## config.mk

```make
export PLATFORM = sky130hd
export DESIGN_NAME = alu_muldiv_unit
export DESIGN_NICKNAME = d
export VERILOG_FILES = /design/src/rtl/alu_muldiv_unit.sv
export SDC_FILE = /design/constraint.sdc
export NUM_CORES = 1
export LEC_CHECK = 0
export CAP_MARGIN = 20
export CORE_UTILIZATION = 53
export DETAILED_ROUTE_END_ITERATION = 8
export PLACE_DENSITY = 0.78
export REMOVE_ABC_BUFFERS = 1
export SLEW_MARGIN = 25
export SYNTH_ARGS = -nofsm -noshare
export SYNTH_HDL_FRONTEND = slang
export SYNTH_SLANG_ARGS = --single-unit
```

## constraint.sdc

```tcl
create_clock -name i_clk -period 4.03 [get_ports i_clk]
set_input_delay 1.209 -clock i_clk [delete_from_list [all_inputs] [get_ports i_clk]]
set_output_delay 1.209 -clock i_clk [all_outputs]
set_load 0.005 [all_outputs]
```

## src/rtl/alu_muldiv_unit.sv

```systemverilog
// Iterative MIPS multiply/divide unit owning the architectural HI/LO registers.
// Latency: MT* writes HI/LO at the accept edge; MUL/DIV raise o_done NB_DATA+1 cycles after accept.
// Backpressure: o_ready only in IDLE; requests seen while busy are dropped, so upstream stalls on o_busy.
module alu_muldiv_unit #(
   parameter int NB_DATA  = 32,
   parameter int NB_FUNCT = 6,
   parameter int NB_COUNT = 6
) (
   input  logic                i_clk,
   input  logic                i_rst_n,
   input  logic                i_valid,
   input  logic [NB_FUNCT-1:0] i_funct,
   input  logic [NB_DATA-1:0]  i_op_a,
   input  logic [NB_DATA-1:0]  i_op_b,
   input  logic                i_abort,
   output logic                o_ready,
   output logic                o_busy,
   output logic                o_done,
   output logic                o_div_zero,
   output logic [NB_DATA-1:0]  o_hi,
   output logic [NB_DATA-1:0]  o_lo,
   output logic [NB_DATA-1:0]  o_mf_result
);

   localparam logic [NB_FUNCT-1:0] LP_MFHI  = NB_FUNCT'(6'b010000);
   localparam logic [NB_FUNCT-1:0] LP_MTHI  = NB_FUNCT'(6'b010001);
   localparam logic [NB_FUNCT-1:0] LP_MFLO  = NB_FUNCT'(6'b010010);
   localparam logic [NB_FUNCT-1:0] LP_MTLO  = NB_FUNCT'(6'b010011);
   localparam logic [NB_FUNCT-1:0] LP_MULT  = NB_FUNCT'(6'b011000);
   localparam logic [NB_FUNCT-1:0] LP_MULTU = NB_FUNCT'(6'b011001);
   localparam logic [NB_FUNCT-1:0] LP_DIV   = NB_FUNCT'(6'b011010);
   localparam logic [NB_FUNCT-1:0] LP_DIVU  = NB_FUNCT'(6'b011011);
   localparam logic [NB_COUNT-1:0] LP_ITER  = NB_COUNT'(NB_DATA);
   localparam logic [NB_COUNT-1:0] LP_ONE   = NB_COUNT'(1);

   typedef enum logic [1:0] {
      ST_IDLE = 2'd0,
      ST_MUL  = 2'd1,
      ST_DIV  = 2'd2,
      ST_DONE = 2'd3
   } state_t;

   state_t                 r_state;
   state_t                 w_state_next;

   // r_acc holds {partial product, multiplier} for MUL and {remainder, quotient} for DIV
   logic [2*NB_DATA-1:0]   r_acc;
   logic [NB_DATA-1:0]     r_opnd;      // |multiplicand| or |divisor|
   logic [NB_COUNT-1:0]    r_count;
   logic                   r_neg_a;     // dividend sign: drives remainder sign
   logic                   r_neg_q;     // result sign for product / quotient
   logic                   r_is_div;
   logic                   r_div_zero;
   logic [NB_DATA-1:0]     r_hi;
   logic [NB_DATA-1:0]     r_lo;

   // request decode
   logic                   w_is_mthi;
   logic                   w_is_mtlo;
   logic                   w_is_mul;
   logic                   w_is_div;
   logic                   w_is_signed;
   logic                   w_accept;
   logic                   w_neg_a;
   logic                   w_neg_b;
   logic [NB_DATA-1:0]     w_abs_a;
   logic [NB_DATA-1:0]     w_abs_b;

   // iteration datapath
   logic [NB_DATA:0]       w_mul_sum;
   logic [2*NB_DATA-1:0]   w_mul_next;
   logic [NB_DATA:0]       w_div_trial;
   logic [NB_DATA:0]       w_div_diff;
   logic [2*NB_DATA-1:0]   w_div_next;

   // sign fix-up
   logic [2*NB_DATA-1:0]   w_mul_res;
   logic [NB_DATA-1:0]     w_quo;
   logic [NB_DATA-1:0]     w_rem;
   logic [NB_DATA-1:0]     w_hi_res;
   logic [NB_DATA-1:0]     w_lo_res;

   assign w_is_mthi   = (i_funct == LP_MTHI);
   assign w_is_mtlo   = (i_funct == LP_MTLO);
   assign w_is_mul    = (i_funct == LP_MULT) || (i_funct == LP_MULTU);
   assign w_is_div    = (i_funct == LP_DIV)  || (i_funct == LP_DIVU);
   assign w_is_signed = (i_funct == LP_MULT) || (i_funct == LP_DIV);
   // abort takes priority over a same-cycle request
   assign w_accept    = (r_state == ST_IDLE) && i_valid && !i_abort;

   // magnitudes; -MIN_INT wraps to MIN_INT, which is the correct unsigned magnitude
   assign w_neg_a = w_is_signed && i_op_a[NB_DATA-1];
   assign w_neg_b = w_is_signed && i_op_b[NB_DATA-1];
   assign w_abs_a = w_neg_a ? -i_op_a : i_op_a;
   assign w_abs_b = w_neg_b ? -i_op_b : i_op_b;

   // shift-add: add multiplicand on multiplier LSB, then shift the whole accumulator right
   assign w_mul_sum  = {1'b0, r_acc[2*NB_DATA-1:NB_DATA]} + (r_acc[0] ? {1'b0, r_opnd} : '0);
   assign w_mul_next = {w_mul_sum, r_acc[NB_DATA-1:1]};

   // restoring divide: shift next dividend bit into remainder, subtract if it fits.
   // A zero divisor yields a garbage quotient, which is replaced in fix-up; the
   // remainder still ends up equal to the dividend magnitude.
   assign w_div_trial = {r_acc[2*NB_DATA-1:NB_DATA], r_acc[NB_DATA-1]};
   assign w_div_diff  = w_div_trial - {1'b0, r_opnd};
   assign w_div_next  = w_div_diff[NB_DATA]
                      ? {w_div_trial[NB_DATA-1:0], r_acc[NB_DATA-2:0], 1'b0}
                      : {w_div_diff[NB_DATA-1:0],  r_acc[NB_DATA-2:0], 1'b1};

   assign w_mul_res = r_neg_q ? -r_acc : r_acc;
   assign w_quo     = r_acc[NB_DATA-1:0];
   assign w_rem     = r_acc[2*NB_DATA-1:NB_DATA];
   assign w_hi_res  = r_is_div ? (r_neg_a ? -w_rem : w_rem) : w_mul_res[2*NB_DATA-1:NB_DATA];
   assign w_lo_res  = r_is_div ? (r_div_zero ? '1 : (r_neg_q ? -w_quo : w_quo))
                               : w_mul_res[NB_DATA-1:0];

   assign o_hi = r_hi;
   assign o_lo = r_lo;

   // state register
   always_ff @(posedge i_clk or negedge i_rst_n) begin
      if (!i_rst_n) r_state <= ST_IDLE;
      else          r_state <= w_state_next;
   end

   // next-state and handshake/status outputs
   always_comb begin
      w_state_next = r_state;
      o_ready      = 1'b0;
      o_busy       = 1'b0;
      o_done       = 1'b0;
      o_div_zero   = 1'b0;
      case (r_state)
         ST_IDLE: begin
            o_ready = 1'b1;
            if (w_accept && w_is_mul)      w_state_next = ST_MUL;
            else if (w_accept && w_is_div) w_state_next = ST_DIV;
         end
         ST_MUL, ST_DIV: begin
            o_busy = 1'b1;
            if (i_abort)                 w_state_next = ST_IDLE;
            else if (r_count == LP_ONE)  w_state_next = ST_DONE;
         end
         ST_DONE: begin
            o_busy       = 1'b1;
            w_state_next = ST_IDLE;
            if (!i_abort) begin
               o_done     = 1'b1;
               o_div_zero = r_div_zero;
            end
         end
         default: w_state_next = ST_IDLE;
      endcase
   end

   // operand capture, iteration, and HI/LO commit
   always_ff @(posedge i_clk or negedge i_rst_n) begin
      if (!i_rst_n) begin
         r_acc      <= '0;
         r_opnd     <= '0;
         r_count    <= '0;
         r_neg_a    <= 1'b0;
         r_neg_q    <= 1'b0;
         r_is_div   <= 1'b0;
         r_div_zero <= 1'b0;
         r_hi       <= '0;
         r_lo       <= '0;
      end else begin
         case (r_state)
            ST_IDLE: begin
               if (w_accept) begin
                  if (w_is_mthi) r_hi <= i_op_a;
                  if (w_is_mtlo) r_lo <= i_op_a;
                  if (w_is_mul || w_is_div) begin
                     r_acc      <= {{NB_DATA{1'b0}}, (w_is_mul ? w_abs_b : w_abs_a)};
                     r_opnd     <= w_is_mul ? w_abs_a : w_abs_b;
                     r_count    <= LP_ITER;
                     r_neg_a    <= w_neg_a;
                     r_neg_q    <= w_neg_a ^ w_neg_b;
                     r_is_div   <= w_is_div;
                     r_div_zero <= w_is_div && (i_op_b == '0);
                  end
               end
            end
            ST_MUL: begin
               if (i_abort) r_count <= '0;
               else begin
                  r_acc   <= w_mul_next;
                  r_count <= r_count - LP_ONE;
               end
            end
            ST_DIV: begin
               if (i_abort) r_count <= '0;
               else begin
                  r_acc   <= w_div_next;
                  r_count <= r_count - LP_ONE;
               end
            end
            ST_DONE: begin
               if (!i_abort) begin
                  r_hi <= w_hi_res;
                  r_lo <= w_lo_res;
               end
            end
            default: ;
         endcase
      end
   end

   // move-from-HI/LO read port, unaffected by busy
   always_comb begin
      o_mf_result = '0;
      if (i_funct == LP_MFHI)      o_mf_result = r_hi;
      else if (i_funct == LP_MFLO) o_mf_result = r_lo;
   end

endmodule
```

# == Word-level counts from Yosys, hierarchy flattened ==
# Cells that the tools add are included.
# word_totals
inputBits,74
out_inout_bits,100
regBits,172
wordCells,107
# classes
n_bitwise,1
n_reduce_logical,25
n_mux,42
addsub,8
eq_ne,21
# op_table
op,count
$mux W32,18
$mux W64,6
$pmux W64 S3,1
$neg A32 Y32,4
$pmux W32 S2,2
$neg A64 Y64,1
$eq A6 B5 Y1 const B,8
$add A32 B32 Y33,1
$sub A33 B32 Y33,1
$logic_not A32 Y1,1
$mux W6,3
$ne A2 B2 Y1 const B,6
$pmux W6 S2,1
$mux W2,4
$reduce_and A4 Y1,2
$logic_and A1 B1 Y1,7
$eq A6 B1 Y1 const B,1
$mux W1,6
$ne A3 B1 Y1 const B,2
$pmux W2 S3,1
$reduce_and A3 Y1,2
$sub A6 B1 Y6 const B,1
$reduce_and A5 Y1,1
$eq A2 B2 Y1 const B,2
other kinds (11),15

# == Longest topological paths before layout ==
# Gate-level depths: netlist of the first run.
# logic_depth
ltp_word,8
ltp_mapped,17
ltp_nobuf,15

# == Worst setup path before layout of the first run ==
# OpenSTA, ideal clock, no wires.
# synth_path
path_kind,input to register
from,input i_op_b[3]
to,register r_acc[29]
path_slack_ns,-0.363
setup_ns,0.133
cell_stages,11
arrival_time_ns,4.260
path_cell_list,or3_1 -> or4_1 -> nand2b_1 -> or4_1 -> or4_1 -> or4_1 -> o21ai_0 -> xor2_1 -> a21oi_1 -> o21ai_0 -> o21ai_0
# synth_via
elab_chain_cells,6
# synth_rtl
item,line,text
start: declaration,14,"input logic [NB_DATA-1:0] i_op_b,"
$neg A32 Y32,95,assign w_abs_b = w_neg_b ? -i_op_b : i_op_b;
$mux W32,95,
$mux W32,175,"r_acc <= {{NB_DATA{1'b0}}, (w_is_mul ? w_abs_b : w_abs_a)};"
$mux W64,174,if (w_is_mul || w_is_div) begin
$mux W64,171,if (w_accept) begin
$pmux W64 S3,169,case (r_state)
end signal: assignment,175,
end signal: assignment,188,r_acc <= w_mul_next;
end signal: assignment,195,r_acc <= w_div_next;
end: declaration,47,logic [2*NB_DATA-1:0] r_acc;
# No other way between the ends. The select of a mux whose other input is x is not followed.
# A chain may end at the register's enable or synchronous reset.

# == Worst setup path after layout of the first run ==
# Ends and elaborated chain as after synthesis.

==> flow_summary.json, run 1 <==
{
  "drt_iter0_drc": 1867,
  "first_global_vias": 15800,
  "cts_buffers": 17,
  "gr-total-overflow": 0,
  "drtAntennaViolNets": 0,
  "diodes": 0,
  "critical_path.most_common_cell": "or4_4",
  "worst_slew_pin_slew_ns": 0.836,
  "syn_to_final_growth_pct": 28.1,
  "clkLatencyLatePin_ns": 0.45,
  "violations": "setup timing",
  "slowest_stage": "or4_4",
  "nFillCells": 2273,
  "rows": 61,
  "cts_root_buffer": "clkbuf_16",
  "cts_buffer_depth": 2,
  "power.density_mw_per_mm2": 415,
  "clock_sinks": 172,
  "max_freq_mhz": 246,
  "grt_antenna_before_repair": 0,
  "max_slew_margin_pct": 44.2,
  "startpoint_type": "input pin",
  "hp-class": "flop to flop",
  "syn_area_per_cell_um2": 7.67,
  "yosysWarnings": 0,
  "power_mw": 8.16,
  "netlist_area_mm2": 0.0153,
  "cp-end-kind": "flop",
  "power_leakage_nw": 8.96,
  "crit_arrival_ns": 4.39,
  "die_h_um": 172,
  "yosysSeqAreaShare_pct": 28.0,
  "critPathKind": "input pin to flop",
  "crit_required_ns": 4.36,
  "drive_gt1_share_pct": 14.8,
  "rsz0062_at_grt": "true",
  "cts_tree": "done",
  "drt_first_pass_iters": 6,
  "vias": 16800,
  "setup_ws_ns": -0.0316,
  "vdd_ir_drop_max_mv": 0.382,
  "multiInputGateArea_mm2": 0.0106,
  "post-route-min-period_ns": 4.06,
  "post-route-util_pct": 69.8,
  "drv_slew": 0,
  "register_area_mm2": 0.00430,
  "grt_max_degree": 78,
  "yosys_register_bits": 172,
  "status": "complete, but fails checks",
  "ys_types": 66,
  "fp.coreArea_mm2": 0.0282,
  "final_common_cell": "nand2_1",
  "cp_cell_sequence": "buf_6 > or3_4 > or4_4 > nand2b_4 > or4_4 > or4_4 > or4_4 > o21ai_4 > xor2_2 > a21oi_2 > o21ai_1 > o21ai_1",
  "io_pins": 174,
  "fin_worst_skew_ns": 0.0159,
  "synth_edf_count": 0,
  "netlist_instances": 2002,
  "grt_pass1_wl_um": 88600,
  "drt_wl_total_um": 57200,
  "grt_use_total_pct": 39.3,
  "finalCritPeriodShare_pct": 101,
  "async_flop_share_pct": 100,
  "via_per_inst": 6.31,
  "ys.flop_type": "dfrtp_1",
  "dieArea_mm2": 0.0296,
  "htreeDepth": 4,
  "dp_hpwl_um": 42000,
  "layout_common_cells": "239 x nand2_1, 235 x o21ai_0, 195 x nor2_1",
  "num-nets-final": 2420,
  "maxCapViolCount": 0,
  "cp_max_fo": 3,
  "start_util_pct": 54.5,
  "hold_viol": 0,
  "crit_path_max_incr_delay_ns": 0.50,
  "gp_congestion": 0.978,
  "setup_viol": 2,
  "io_buffers": 173,
  "die_x_um": 172,
  "clk_pin_slew_ns": 0.07,
  "wire_per_inst_um": 21.5,
  "drcViolationCount": 0
}
routing by layer:
layer,vias to the layer above,track usage [%],share of wire [%]
li1,7694,-,-
met4,0,21.4,5.7
met5,-,0,0
met3,195,6.29,9.2
met1,7970,53.3,42
met2,918,59.9,43
critical path, delay by kind of cell:
kind	cells	cell delay, ns
buffers and inverters	1	0.09
AO/OA/AOI/OAI	4	0.45
XOR/XNOR	1	0.21
AND/OR/NAND/NOR	6	2.42
Yosys cell counts (5+ instances only):
| cell | number | area [µm²] |
|---|---|---|
| a211o_1 | 5 | 43.8 |
| a211oi_1 | 14 | 105 |
| a21o_1 | 39 | 293 |
| a21oi_1 | 131 | 656 |
| a221o_1 | 8 | 80.1 |
| a22o_1 | 6 | 52.6 |
| a22oi_1 | 53 | 398 |
| a31oi_1 | 14 | 87.6 |
| and2_1 | 7 | 43.8 |
| and3_1 | 12 | 75.1 |
| buf_1 | 9 | 33.8 |
| clkbuf_1 | 119 | 447 |
| dfrtp_1 | 172 | 4300 |
| ha_1 | 75 | 938 |
| inv_1 | 64 | 240 |
| mux2_2 | 5 | 56.3 |
| mux2i_1 | 88 | 881 |
| nand2_1 | 242 | 908 |
| nand2b_1 | 20 | 125 |
| nand3_1 | 21 | 105 |
| nand3b_1 | 6 | 45.0 |
| nand4_1 | 6 | 37.5 |
| nor2_1 | 198 | 743 |
| nor2b_1 | 11 | 68.8 |
| nor3_1 | 32 | 160 |
| nor4_1 | 9 | 56.3 |
| o211ai_1 | 8 | 60.1 |
| o21a_1 | 11 | 82.6 |
| o21ai_0 | 252 | 1260 |
| o22ai_1 | 39 | 244 |
| o31ai_1 | 29 | 218 |
| o41ai_1 | 11 | 96.3 |
| or2_2 | 9 | 56.3 |
| or3_1 | 27 | 169 |
| or4_1 | 22 | 165 |
| xnor2_1 | 104 | 911 |
| xor2_1 | 71 | 622 |
cell type report:
cell class                 instances  area share [%]
timing repair buffer             381            17.4
clock buffer                      20            2.32
multi-input combinational       1633            54.0
inverter                          64            1.22
clock inverter                    10           0.726
tap                              378            2.41
sequential                       172            21.9
state kept, by name, summed over array words and instances (netlist names):
| signal | cells |
|---|---|
| r_acc | 64 |
| o_hi | 32 |
| o_lo | 32 |
| r_opnd | 32 |
| r_count | 6 |
| r_state | 2 |
| r_div_zero | 1 |
| r_is_div | 1 |
| r_neg_a | 1 |
| r_neg_q | 1 |
where the power goes:
| group | leakage, nW | internal (mW) | switching [mW] | total (mW) |
|---|---|---|---|---|
| Sequential | 2.29 | 2.10 | 0.466 | 2.57 |
| Combinational | 6.40 | 1.59 | 2.23 | 3.82 |
| Clock | 0.280 | 1.00 | 0.762 | 1.76 |
| Total | 8.96 | 4.70 | 3.46 | 8.16 |
metrics by stage:
step | hold WS (ns) | worst slack [ns] | cell area [µm²] | setup TNS, ns | std cells
after floorplan | 0.450 | -1.32 | 14800 | -71.54 | 1869
after global placement | 0.469 | -0.927 | 18700 | -36.00 | 2612
after detailed placement | 0.470 | -1.02 | 18700 | -38.42 | 2612
after CTS | 0.486 | -0.281 | 19500 | -1.27 | 2655
after global routing | 0.518 | -0.0785 | 19700 | -0.337 | 2658
final | 0.487 | -0.0316 | 19700 | -0.0466 | 2658
cell families after synthesis:
group           synth area share [%]
xor+xnor                        9.99
fa+ha+maj                       6.38
simple gates                    18.7
buf+inv                         4.90
compound gates                  25.9
mux                             6.11
flops                           28.0
timing repair:
item                                    CTS  global route
hold buffers                              0             0
setup buffers                            11             3
gates resized for setup                 166            37
endpoints found under the hold margin     0             0
pin swaps                                21            26
cloned                                    2             0
endpoints found under the setup margin   63            65
worst paths after layout:
path,from,end,slack [ns],cells after the start
worst min-delay path,r_opnd[18],r_opnd[18],0.49,2
worst min register to register,r_opnd[18],r_opnd[18],0.49,2
max in group asynchronous,i_rst_n,r_acc[44],2.52,2
min in group asynchronous,i_rst_n,o_lo[8],0.75,1
worst max register to register,r_acc[18],o_hi[26],0.03,12
worst max-delay path,i_op_b[3],r_acc[29],-0.03,12
Power figures use the tool's default switching activity.
==> inputs of run 2 (changes only) <==
- CTS_CLUSTER_SIZE: unset -> 20
==> results of run 2 <==
Same layout as run 1: the final DEF is identical, and so are final timing and power.
